===== config.mk =====
export PLATFORM = sky130hd
export DESIGN_NAME = envelope_tracker
export DESIGN_NICKNAME = d
export VERILOG_FILES = /design/src/rtl/envelope_pkg.sv /design/src/rtl/envelope_stats.sv /design/src/rtl/envelope_tracker.sv
export SDC_FILE = /design/constraint.sdc
export NUM_CORES = 1
export LEC_CHECK = 0
export BUFFER_PORTS_ARGS = -buffer_cell sky130_fd_sc_hd__buf_2
export CORE_MARGIN = 3
export CORE_UTILIZATION = 50
export DETAILED_ROUTE_END_ITERATION = 10
export GPL_TIMING_DRIVEN = 1
export PLACE_DENSITY = 0.72
export SYNTH_ARGS = -nofsm -noshare
export SYNTH_HDL_FRONTEND = slang
export SYNTH_SLANG_ARGS = --single-unit

===== constraint.sdc =====
create_clock -name clk -period 4.35 [get_ports clk]
set_clock_uncertainty 0.05 [all_clocks]
set_input_delay 1.305 -clock clk [delete_from_list [all_inputs] [get_ports clk]]
set_output_delay 1.305 -clock clk [all_outputs]
set_load 0.005 [all_outputs]

===== src/rtl/envelope_pkg.sv =====
// Shared types and arithmetic helpers for the envelope tracker family.
package envelope_pkg;

    // Widest operand the helpers accept; callers zero-extend into it.
    localparam int unsigned MAX_W = 32;

    typedef enum logic [1:0] {
        ACQ  = 2'd0,
        HIGH = 2'd1,
        LOW  = 2'd2
    } state_t;

    // a >= b + t evaluated one bit wider so the sum never wraps.
    function automatic logic ge_sum(input logic [MAX_W-1:0] a,
                                    input logic [MAX_W-1:0] b,
                                    input logic [MAX_W-1:0] t);
        return {1'b0, a} >= ({1'b0, b} + {1'b0, t});
    endfunction

    // Increment v, holding at 2^w-1 (w <= MAX_W).
    function automatic logic [MAX_W-1:0] sat_inc(input logic [MAX_W-1:0] v,
                                                 input int unsigned       w);
        logic [MAX_W:0] lim;
        lim = ((MAX_W+1)'(1) << w) - (MAX_W+1)'(1);
        if ({1'b0, v} >= lim) begin
            return v;
        end
        return v + MAX_W'(1);
    endfunction

endpackage


===== src/rtl/envelope_stats.sv =====
// Registers amplitude and midpoint from a committed min/max pair.
module envelope_stats #(
    parameter int unsigned WIDTH = 8
) (
    input  logic             clk,
    input  logic             rst_n,
    input  logic             clear,
    input  logic             update,
    input  logic [WIDTH-1:0] min,
    input  logic [WIDTH-1:0] max,
    output logic [WIDTH-1:0] amplitude,
    output logic [WIDTH-1:0] mid
);

    logic [WIDTH:0] sum;

    // Midpoint sum carried one bit wider so it cannot overflow.
    always_comb begin
        sum = {1'b0, max} + {1'b0, min};
    end

    // Latch derived values only when a new peak was committed.
    always_ff @(posedge clk or negedge rst_n) begin
        if (!rst_n) begin
            amplitude <= '0;
            mid       <= '0;
        end else if (clear) begin
            amplitude <= '0;
            mid       <= '0;
        end else if (update) begin
            amplitude <= (max >= min) ? (max - min) : '0;
            mid       <= WIDTH'(sum >> 1);
        end
    end

endmodule


===== src/rtl/envelope_tracker.sv =====
// Hysteretic envelope follower: commits low/high peaks, measures period, drops lock on inactivity.
module envelope_tracker
    import envelope_pkg::*;
#(
    parameter int unsigned WIDTH    = 8,
    parameter int unsigned PERIOD_W = 16,
    parameter int unsigned TIMEOUT  = 4096
) (
    input  logic                clk,
    input  logic                rst_n,
    input  logic                clear,
    input  logic                sample_valid,
    input  logic [WIDTH-1:0]    adc_d,
    input  logic [WIDTH-1:0]    threshold,
    output logic [WIDTH-1:0]    min,
    output logic [WIDTH-1:0]    max,
    output logic [WIDTH-1:0]    amplitude,
    output logic [WIDTH-1:0]    mid,
    output logic                high_peak,
    output logic                low_peak,
    output logic [PERIOD_W-1:0] period,
    output logic                locked
);

    state_t               state;
    logic [WIDTH-1:0]     cur_min;
    logic [WIDTH-1:0]     cur_max;
    logic [PERIOD_W-1:0]  pcnt;
    logic [PERIOD_W-1:0]  idle;
    logic                 seen_hi;
    logic                 seen_lo;

    logic                 hi_cond;
    logic                 lo_cond;
    logic                 hi_commit;
    logic                 lo_commit;
    logic                 timeout_hit;
    logic [PERIOD_W-1:0]  pcnt_inc;
    logic [PERIOD_W-1:0]  idle_inc;

    // Peak-commit decisions; strict compares keep equal samples from committing at threshold 0.
    always_comb begin
        hi_cond     = (adc_d < cur_max) &&
                      ge_sum(MAX_W'(cur_max), MAX_W'(adc_d), MAX_W'(threshold));
        lo_cond     = (adc_d > cur_min) &&
                      ge_sum(MAX_W'(adc_d), MAX_W'(cur_min), MAX_W'(threshold));
        hi_commit   = hi_cond && ((state == ACQ) || (state == HIGH));
        lo_commit   = lo_cond && ((state == LOW) || ((state == ACQ) && !hi_cond));
        pcnt_inc    = PERIOD_W'(sat_inc(MAX_W'(pcnt), PERIOD_W));
        idle_inc    = PERIOD_W'(sat_inc(MAX_W'(idle), PERIOD_W));
        timeout_hit = (TIMEOUT != 0) && !hi_commit && !lo_commit &&
                      (idle_inc == PERIOD_W'(TIMEOUT));
    end

    // Tracker state machine, period/idle counters and registered outputs.
    always_ff @(posedge clk or negedge rst_n) begin
        if (!rst_n) begin
            state     <= ACQ;
            cur_min   <= '1;
            cur_max   <= '0;
            min       <= '1;
            max       <= '0;
            high_peak <= 1'b0;
            low_peak  <= 1'b0;
            period    <= '0;
            locked    <= 1'b0;
            pcnt      <= '0;
            idle      <= '0;
            seen_hi   <= 1'b0;
            seen_lo   <= 1'b0;
        end else if (clear) begin
            state     <= ACQ;
            cur_min   <= '1;
            cur_max   <= '0;
            min       <= '1;
            max       <= '0;
            high_peak <= 1'b0;
            low_peak  <= 1'b0;
            period    <= '0;
            locked    <= 1'b0;
            pcnt      <= '0;
            idle      <= '0;
            seen_hi   <= 1'b0;
            seen_lo   <= 1'b0;
        end else begin
            high_peak <= 1'b0;
            low_peak  <= 1'b0;
            if (sample_valid) begin
                if (hi_commit) begin
                    max       <= cur_max;
                    cur_min   <= adc_d;
                    high_peak <= 1'b1;
                    state     <= LOW;
                    seen_hi   <= 1'b1;
                    locked    <= seen_lo;
                    idle      <= '0;
                    pcnt      <= '0;
                    if (seen_hi) begin
                        period <= pcnt_inc;
                    end
                end else if (lo_commit) begin
                    min      <= cur_min;
                    cur_max  <= adc_d;
                    low_peak <= 1'b1;
                    state    <= HIGH;
                    seen_lo  <= 1'b1;
                    locked   <= seen_hi;
                    idle     <= '0;
                    pcnt     <= pcnt_inc;
                end else if (timeout_hit) begin
                    state   <= ACQ;
                    cur_min <= '1;
                    cur_max <= '0;
                    locked  <= 1'b0;
                    seen_hi <= 1'b0;
                    seen_lo <= 1'b0;
                    pcnt    <= '0;
                    idle    <= '0;
                end else begin
                    idle <= idle_inc;
                    pcnt <= pcnt_inc;
                    unique case (state)
                        ACQ: begin
                            if (adc_d >= cur_max) begin
                                cur_max <= adc_d;
                            end else if (adc_d <= cur_min) begin
                                cur_min <= adc_d;
                            end
                        end
                        HIGH: begin
                            if (adc_d >= cur_max) begin
                                cur_max <= adc_d;
                            end
                        end
                        LOW: begin
                            if (adc_d <= cur_min) begin
                                cur_min <= adc_d;
                            end
                        end
                        default: begin
                            state <= ACQ;
                        end
                    endcase
                end
            end
        end
    end

    envelope_stats #(
        .WIDTH(WIDTH)
    ) u_stats (
        .clk       (clk),
        .rst_n     (rst_n),
        .clear     (clear),
        .update    (high_peak | low_peak),
        .min       (min),
        .max       (max),
        .amplitude (amplitude),
        .mid       (mid)
    );

endmodule

==> reports/qor.csv, run 1 <==
metric,value,unit
Slew @ Worst Pin,0.8251,ns
antenna diode count,0,
final net count,925,
Synth-to-Final Area Change,18.45,%
Overall Power,2.382,mW
fraction of post-synthesis cell area in the top cell type by area,0.3142,
NetSw,0.7186,mW
Syn Std Cell Area,6929,µm²
Die Area,15310,µm²
GP Congestion,0.9670,
"flops & latches, synth",103,
"Worst Path Class, Setup",input pin to flip-flop,
Sink Count,103,
syn_nets,830,
Worst-Skew Late Latency,0.35,ns
Final HPWL DP,12790,µm
Int Pwr,1.663,mW
Worst-path clk slew,0.07,ns
initial core utilization,0.5171,
final routed DRC violation total,0,
total CTS buffers,9,
Setup crit start,threshold[0],
final setup violation count,0,
sequential share of the synthesized area,0.3749,
"setup slack, reg-to-reg",0.72,ns
row count,42,
Storage cell area,2597,µm²
Flop pwr share,0.439,
Hold Path Class,flip-flop to flip-flop,
remaining antenna violation count,0,
Die W,123.7,µm
CTS Buffer Depth,2,
Avg Vias per Cell,5.943,
hold depth,2,
fillcell total,1122,
synth warn,0,
Util after Layout,0.6125,
Max Cap Viol,0,
synth unique cells,69,
CP max stage cell,fa_2,
H-tree Lvls,3,
sw frac,0.3017,
Worst path depth,16,
unrepaired setup endpoints after global routing,yes,
CP max FO,8,
Routed WL,17330,µm
fraction of registers with async set/reset,1.000,
port buffer count,70,
leakage power,3.916,nW
CTS tree,built,
vias in the first global route,5826,
IO Pins,71,
Max VDD drop,0.1896,mV
Placeable Area,13400,µm²
worst reg2reg path depth,15,
final worst-path cycle share,0.9712,
Syn Area/Cell,9.364,µm²
Setup crit start kind,input pin,
FMAX,236.7,MHz
Synth top cells by count,"dfrtp_1, ha_1, nand2_1",
Worst Path Buf+Inv,1,
fin. max-slew vios,0,
vias,6038,
first-pass GRT wire length,28210,µm
"delay-heaviest family, CP",compound AO/OA/AOI/OAI gates,
drt wl/cell,17.06,µm
Die Ht,123.7,µm
grt ovf,0,
status,finished clean,
relative slew slack,0.4499,
largest area contributor in the netlist,dfrtp_1,
Final Hold Fails,0,
CP cell instances,buf_6 > ha_4 > fa_2 > a21o_1 > a21oi_2 > o21bai_1 > a21oi_2 > xor2_1 > ha_1 > a21o_1 > a21oi_1 > o21ai_1 > o2111a_2 > or3_4 > and2_2 > a22o_1,
1st-iter DRT viols,514,
Root Buffer,clkbuf_16,
critical path's largest stage delay,0.39,ns
main flop type after synthesis,dfrtp_1,
Power per Cell Area,290.2,nW/µm²
Worst Path Arrival,4.42,ns
Multi-input gate area,4182,µm²
ranking of synthesized cells by area,"dfrtp_1, ha_1, dfstp_2",
most common cell in the netlist,dfrtp_1,
Mapped Cells,740,
antenna violations before repair,0,
Post-synth EDFFs,0,
largest net degree at the start of global routing,104,
Clock power frac,0.319,
Critical Path RT,4.54,ns
minimum clock period,4.225,ns
share of cells above drive strength 1,0.2369,
Comb pwr share,0.242,
Pre-antenna DRT Iters,5,
FF-to-FF End,pcnt[6],
Min-Delay Startpoint,u_stats.amplitude[3],
total track usage,0.2304,
Setup crit end kind,flip-flop,
Hold EP,u_stats.amplitude[3],
r2r startpoint,cur_min[1],
[through the flow]
step                      hold WS [ns]  setup TNS [ns]  area [µm²]  worst slack [ns]  instances
after global placement          0.4056          -9.518        7786           -0.2820        996
after detailed placement        0.4144          -15.51        7786           -0.3665        996
after floorplan                 0.4226         -0.6314        7025          -0.07892        740
after global routing            0.4495         -0.1899        8208          -0.04243       1016
final                           0.4222               0        8208            0.1252       1016
after CTS                       0.4286               0        8055          0.009368       1012
[worst min-delay path, stage by stage, from the launching register on]
cell     delay, ns
dfrtp_1       0.34
nand2_1       0.04
o21ai_0       0.06
[kinds of logic after synthesis]
family	Yosys count	synth area share
adder cells (fa/ha/maj)	70	0.1307
buffers and inverters	85	0.04929
XOR/XNOR	35	0.04424
multiplexers	6	0.008848
flip-flops	103	0.3749
AO/OA/AOI/OAI	227	0.2254
AND/OR/NAND/NOR	214	0.1667
[what timing repair did]
| action | 4_1_cts | 5_1_grt |
|---|---|---|
| hold buffers | 0 | 0 |
| setup endpoints to repair | 0 | 61 |
| setup buffers | 0 | 3 |
| gates resized for setup | 0 | 29 |
[state kept, by name, summed over array words and instances (netlist names), 8 cells and up]
signal	cells
u_stats.amplitude	8
cur_max	8
period	16
idle	16
max	8
pcnt	16
cur_min	8
u_stats.mid	8
min	8
[per-layer routing]
metal / wire, µm / global-route usage / vias up
met5: 0 / 0 / -
li1: - / - / 2892
met3: 810 / 0.03906 / 24
met2: 8275 / 0.3788 / 176
met1: 7919 / 0.3075 / 2946
met4: 327 / 0.08028 / 0
[cell usage in the layout, fill, tap and decap left out, types with 4 or more instances in the layout]
cell type,n
dfrtp_1,87
buf_2,68
ha_1,62
nand2_1,61
a21oi_1,54
buf_4,47
inv_1,46
o21ai_0,37
nor2_1,31
a22o_1,29
xnor2_1,22
nand3_1,22
dfstp_2,16
a21o_1,14
xor2_1,13
nand4_1,13
and3_1,12
o22a_1,10
nor3_1,10
or3_1,10
nand2b_1,9
o21ai_1,9
clkbuf_16,9
a21oi_2,7
a31oi_1,7
a211oi_1,7
o211ai_1,7
a2bb2oi_1,7
o21bai_1,6
nor2b_1,5
and2_1,5
mux2i_1,5
o21a_1,4
nor3_2,4
and4_1,4
nor4_4,4
ha_4,4
[layout make-up]
type | count | area share
inverters | 49 | 0.02241
repair buffers | 119 | 0.09207
flip-flops and latches | 103 | 0.3165
multi-input cells | 553 | 0.5095
clock buffers | 12 | 0.02881
clock inverters | 4 | 0.003963
well taps | 176 | 0.02683
[power groups by stage]
stage	clock, mW	combinational [mW]	sequential, mW
floorplan	0	0.354	1.05
finish	0.759	0.576	1.05
global placement	0	0.513	1.06
CTS	0.775	0.545	1.05
detailed placement	0	0.541	1.06
global route	0.813	0.640	1.05
[how the worst max path moves through the flow]
| stage | end | slack, ns |
|---|---|---|
| 5_1_grt | period[8] | -0.04 |
| 3_5_place_dp | cur_max[3] | -0.37 |
| 3_3_place_gp | cur_max[7] | -0.28 |
| 2_1_floorplan | cur_max[0] | -0.08 |
| 6_report | cur_max[1] | 0.13 |
| 4_1_cts | cur_max[1] | 0.009 |
Note: power is estimated with default switching activity, not from simulation.
==> inputs of run 2 (changes only) <==
--- a/config.mk
+++ b/config.mk
@@ -10,7 +10,7 @@
 export CORE_UTILIZATION = 50
 export DETAILED_ROUTE_END_ITERATION = 10
 export GPL_TIMING_DRIVEN = 1
-export PLACE_DENSITY = 0.72
+export PLACE_DENSITY = 0.75
 export SYNTH_ARGS = -nofsm -noshare
 export SYNTH_HDL_FRONTEND = slang
 export SYNTH_SLANG_ARGS = --single-unit
==> constraint.sdc (replaced) <==
create_clock -name clk -period 3.5 [get_ports clk]
set_clock_uncertainty 0.05 [all_clocks]
set_input_delay 1.05 -clock clk [delete_from_list [all_inputs] [get_ports clk]]
set_output_delay 1.05 -clock clk [all_outputs]
set_load 0.005 [all_outputs]
==> reports/qor.csv, run 2 (same netlist as run 1, synthesis figures left out) <==
metric,value,unit,change
Routed WL,19530,µm,+13%
worst hold margin,0.4263,ns,+0.004062 ns
CTS Buffer Depth,2,,unchanged
Die Ht,123.7,µm,unchanged
largest net degree at the start of global routing,44,,-58%
failing checks,setup timing,,
Sink Count,103,,unchanged
CTS tree,built,,
GP Congestion,0.8866,,-8.3%
Hold Path Class,flip-flop to flip-flop,,
initial core utilization,0.5171,,unchanged
most frequent cells in the layout,"dfrtp_1, buf_4, buf_2, ha_1, nand2_1",,
minimum clock period,4.012,ns,
total CTS buffers,9,,unchanged
Final HPWL DP,13720,µm,+7.3%
Setup crit start kind,input pin,,
Worst-path clk slew,0.07,ns,about the same
Comb pwr share,0.270,,+0.028
fillcell total,1035,,-7.8%
worst reg2reg path depth,20,,+5
Flop pwr share,0.391,,-0.048
final instance area,9067,µm²,+10%
Die Area,15310,µm²,unchanged
Storage cell area,2597,µm²,unchanged
Critical Path RT,3.74,ns,-0.80 ns
relative slew slack,0.5715,,+0.1215
Root Buffer,clkbuf_16,,
PnR worst setup slack,-0.5115,ns,-0.6368 ns
Slew @ Worst Pin,0.6428,ns,-0.1823 ns
final routed DRC violation total,0,,unchanged
Setup crit end kind,flip-flop,,
Avg Vias per Cell,6.016,,+1.2%
vias,6419,,+6.3%
sw frac,0.2867,,-0.01500
remaining antenna violation count,0,,unchanged
IO Pins,71,,unchanged
Max VDD drop,0.2470,mV,+30%
Die W,123.7,µm,unchanged
antenna violations before repair,0,,unchanged
FF-to-FF End,cur_max[1],,
antenna diode count,0,,unchanged
unrepaired setup endpoints after global routing,yes,,
Synth-to-Final Area Change,30.86,%,
leakage power,4.336,nW,+11%
FMAX,249.3,MHz,
Worst Path Arrival,4.25,ns,-0.17 ns
Largest regs,"idle: 16 flops, pcnt: 16 flops, period: 16 flops",,
Setup crit start,adc_d[0],,
row count,42,,unchanged
"commonest non-fill, non-tap cell in the layout",dfrtp_1,,
worst setup path endpoint,pcnt[6],,
"Worst Path Class, Setup",input pin to flip-flop,,
final worst-path cycle share,1.146,,
fin. max-slew vios,0,,unchanged
final net count,976,,+5.5%
H-tree Lvls,3,,unchanged
CP max FO,6,,-2
grt ovf,0,,unchanged
vias in the first global route,6412,,+10%
Int Pwr,2.380,mW,+43%
r2r startpoint,cur_min[0],,
Power per Cell Area,368.0,nW/µm²,+27%
"setup slack, reg-to-reg",-0.13,ns,-0.85 ns
first-pass GRT wire length,31680,µm,+12%
NetSw,0.9567,mW,+33%
drt wl/cell,18.30,µm,+7.3%
Max Cap Viol,0,,unchanged
placed cell areas,8074,µm²,+3.7%
port buffer count,70,,unchanged
Worst-Skew Late Latency,0.35,ns,about the same
Clock power frac,0.340,,+0.021
Util after Layout,0.6767,,+0.06415
Placeable Area,13400,µm²,unchanged
total track usage,0.2612,,+0.03082
hold_buf cts,0,,unchanged
Final Hold Fails,0,,unchanged
status,"finished, violations left",,
Multi-input gate area,4443,µm²,+6.3%
share of cells above drive strength 1,0.3367,,+0.09980
Pre-antenna DRT Iters,5,,unchanged
final setup violation count,87,,+87
1st-iter DRT viols,496,,-3.5%
==> run 2: cell types whose count changed in the layout (fill, tap and decap cells not counted), moves of 8 or more <==
cell | previous run | this run
a21oi_1 | 54 | 40
a21oi_2 | 7 | 19
buf_4 | 47 | 78
buf_6 | 2 | 19
o21ai_0 | 37 | 16
o21ai_1 | 9 | 17
o21ai_2 | 1 | 14
==> run 2: worst min path at each step <==
stage	start	to	slack, ns	depth (start not counted)
floorplan	period[2]	period[2]	0.42	2
global placement	u_stats.mid[1]	u_stats.mid[1]	0.41	2
detailed placement	u_stats.mid[6]	u_stats.mid[6]	0.41	2
CTS	period[6]	period[6]	0.43	2
global route	u_stats.mid[1]	u_stats.mid[1]	0.45	2
finish	u_stats.mid[6]	u_stats.mid[6]	0.43	2
==> run 2: worst max-delay path, stage by stage <==
cell and delay, ns:
buf_4 0.13, ha_4 0.16, a21o_1 0.19, a21oi_2 0.14, o21bai_1 0.11, a21oi_1 0.20, o21ai_1 0.10, xnor2_1 0.14
ha_1 0.33, a21oi_2 0.15, o211ai_1 0.11, a21oi_2 0.13, nor3_2 0.08, or3b_4 0.45, buf_4 0.16, a21o_4 0.20
or3_1 0.34, o21ai_1 0.08
==> run 2: metrics by stage <==
step	cells	setup TNS, ns	setup slack, ns	total power, mW
global placement	1019	-60.81	-0.8000	2.007
global route	1067	-40.87	-0.6439	3.475
floorplan	740	-33.53	-0.6738	1.758
finish	1067	-31.02	-0.5115	3.337
detailed placement	1019	-69.12	-0.9174	2.059
CTS	1057	-23.86	-0.4255	3.261
==> run 2: area by class of cell <==
type,instances,area share
clock buffers,13,0.02981
clock inverters,3,0.007175
inverters,49,0.02084
multi-input cells,553,0.4900
flip-flops and latches,103,0.2865
well taps,176,0.02429
repair buffers,170,0.1414
==> run 2: what timing repair did <==
action                     4_1_cts  5_1_grt
buffers inserted                22       10
gates resized for setup         86       18
cloned                           3        1
pin swaps                       57        9
setup endpoints to repair       87       87
==> run 2: power by group through the flow <==
stage | clock, mW | sequential (mW) | combinational (mW)
6_report | 1.13 | 1.30 | 0.900
5_1_grt | 1.19 | 1.31 | 0.976
4_1_cts | 1.14 | 1.30 | 0.824
3_5_place_dp | 0 | 1.32 | 0.737
3_3_place_gp | 0 | 1.32 | 0.690
2_1_floorplan | 0 | 1.30 | 0.454
==> run 2: metal layers <==
layer | up-vias | track usage | wire (µm)
met1 | 3158 | 0.3354 | 8376
met2 | 235 | 0.4512 | 9777
met4 | 0 | 0.08581 | 374
li1 | 2987 | - | -
met5 | - | 0 | 0
met3 | 39 | 0.03951 | 999
==> inputs of run 3 (changes only) <==
--- a/config.mk
+++ b/config.mk
@@ -8,6 +8,7 @@
 export BUFFER_PORTS_ARGS = -buffer_cell sky130_fd_sc_hd__buf_2
 export CORE_MARGIN = 3
 export CORE_UTILIZATION = 50
+export CTS_BUF_LIST = sky130_fd_sc_hd__clkbuf_8 sky130_fd_sc_hd__clkbuf_16
 export DETAILED_ROUTE_END_ITERATION = 10
 export GPL_TIMING_DRIVEN = 1
 export PLACE_DENSITY = 0.75
==> reports/qor.csv, run 3 (same netlist as run 1, synthesis figures left out) <==
metric,value,unit,change
status,"finished, violations left",,
failing checks,setup timing,,
Setup crit end kind,flip-flop,,
fillcell total,1035,,unchanged
vias,6435,,+0.25%
Root Buffer,clkbuf_16,,
grt ovf,0,,unchanged
share of cells above drive strength 1,0.3367,,unchanged
"Worst Path Class, Setup",input pin to flip-flop,,
relative slew slack,0.5709,,about the same
Routed WL,19550,µm,+0.12%
fin. max-slew vios,0,,unchanged
antenna violations before repair,0,,unchanged
final routed DRC violation total,0,,unchanged
Max VDD drop,0.2463,mV,-0.28%
row count,42,,unchanged
PnR worst setup slack,-0.5072,ns,+0.004332 ns
1st-iter DRT viols,502,,+1.2%
leakage power,4.340,nW,about the same
Avg Vias per Cell,6.031,,+0.25%
Largest regs,"idle: 16 flops, pcnt: 16 flops, period: 16 flops",,
final worst-path cycle share,1.145,,-0.001238
Hold Path Class,flip-flop to flip-flop,,
final setup violation count,87,,unchanged
"commonest non-fill, non-tap cell in the layout",dfrtp_1,,
IO Pins,71,,unchanged
placed cell areas,8074,µm²,unchanged
Die Area,15310,µm²,unchanged
first-pass GRT wire length,31680,µm,unchanged
total CTS buffers,9,,unchanged
FMAX,249.6,MHz,+0.11%
total track usage,0.2612,,unchanged
CTS tree,built,,
CTS Buffer Depth,2,,unchanged
CP max FO,6,,unchanged
worst hold margin,0.4262,ns,-0.00004100 ns
final instance area,9067,µm²,unchanged
Placeable Area,13400,µm²,unchanged
Sink Count,103,,unchanged
drt wl/cell,18.32,µm,+0.12%
Die Ht,123.7,µm,unchanged
initial core utilization,0.5171,,unchanged
remaining antenna violation count,0,,unchanged
Final HPWL DP,13720,µm,unchanged
Setup crit start kind,input pin,,
Max Cap Viol,0,,unchanged
port buffer count,70,,unchanged
minimum clock period,4.007,ns,-0.004332 ns
Synth-to-Final Area Change,30.86,%,unchanged
Pre-antenna DRT Iters,5,,unchanged
Total Neg Setup Slack,-31.44,ns,-0.4134 ns
unrepaired setup endpoints after global routing,yes,,
Critical Path RT,3.74,ns,about the same
most frequent cells in the layout,"dfrtp_1, buf_4, buf_2, ha_1, nand2_1",,
GP Congestion,0.8866,,unchanged
"setup slack, reg-to-reg",-0.14,ns,about the same
largest net degree at the start of global routing,44,,unchanged
Inst Count DP,1019,,unchanged
Layout Cells excl Fill,1067,,unchanged
Slew @ Worst Pin,0.6436,ns,+0.0007920 ns
Worst-path clk slew,0.07,ns,about the same
final net count,976,,unchanged
Die W,123.7,µm,unchanged
Power per Cell Area,367.5,nW/µm²,-0.12%
Worst-Skew Late Latency,0.35,ns,about the same
antenna diode count,0,,unchanged
Final Hold Fails,0,,unchanged
Worst Path Arrival,4.24,ns,about the same
vias in the first global route,6412,,unchanged
H-tree Lvls,3,,unchanged
run 3: changes by cell type in the layout (fill, tap and decap cells not counted):
cell,previous run,this run
clkbuf_1,1,0
inv_1,47,48
run 3: worst max-delay path: stages:
cell and delay [ns]:
buf_4 0.13, ha_4 0.16, a21o_1 0.19, a21oi_2 0.14
o21bai_1 0.11, a21oi_1 0.20, o21ai_1 0.10, xnor2_1 0.14
ha_1 0.33, a21oi_2 0.15, o211ai_1 0.11, a21oi_2 0.13
nor3_2 0.08, or3b_4 0.45, buf_4 0.16, a21o_4 0.20
or3_1 0.33, o21ai_1 0.08
run 3: repair_timing:
action,4_1_cts,5_1_grt
gates resized for setup,86,18
pin swaps,57,9
cloned,3,1
setup buffers,22,10
setup endpoints to repair,87,87
hold buffers,0,0
endpoints found under the hold margin,0,0
run 3: final timing paths:
path,startpoint,to,cells past startpoint
max,adc_d[0],pcnt[6],18
min,u_stats.mid[6],u_stats.mid[6],2
max reg2reg,cur_min[0],cur_max[1],20
min reg2reg,u_stats.mid[6],u_stats.mid[6],2
max in group asynchronous,rst_n,u_stats.mid[1],2
min in group asynchronous,rst_n,state[0],1
run 3: cell type report:
class	count	area [µm²]	share of cell area
multi-input cells	553	4443	0.4900
flip-flops and latches	103	2597	0.2865
repair buffers	170	1282	0.1414
clock buffers	12	266.5	0.02939
well taps	176	220.2	0.02429
inverters	49	188.9	0.02084
clock inverters	4	68.82	0.007589
run 3: metal layers:
metal	up-vias	GRT usage	wire (µm)
li1	2983	-	-
met1	3175	0.3354	8410
met2	236	0.4512	9804
met3	41	0.03951	963
met4	0	0.08581	372
met5	-	0	0
run 3: report_power, final:
part | leakage, nW | switching [mW] | internal, mW
registers | 1.36 | 0.0571 | 1.25
clock network | 0.170 | 0.446 | 0.682
logic | 2.81 | 0.452 | 0.449
total | 4.34 | 0.956 | 2.38
run 3: per-stage QoR:
| stage | util | power, mW | setup WS, ns |
|---|---|---|---|
| global route | 0.6767 | 3.472 | -0.6439 |
| global placement | 0.6025 | 2.007 | -0.8000 |
| finish | 0.6767 | 3.332 | -0.5072 |
| detailed placement | 0.6025 | 2.059 | -0.9174 |
| CTS | 0.6628 | 3.258 | -0.4255 |
| floorplan | - | 1.758 | -0.6738 |
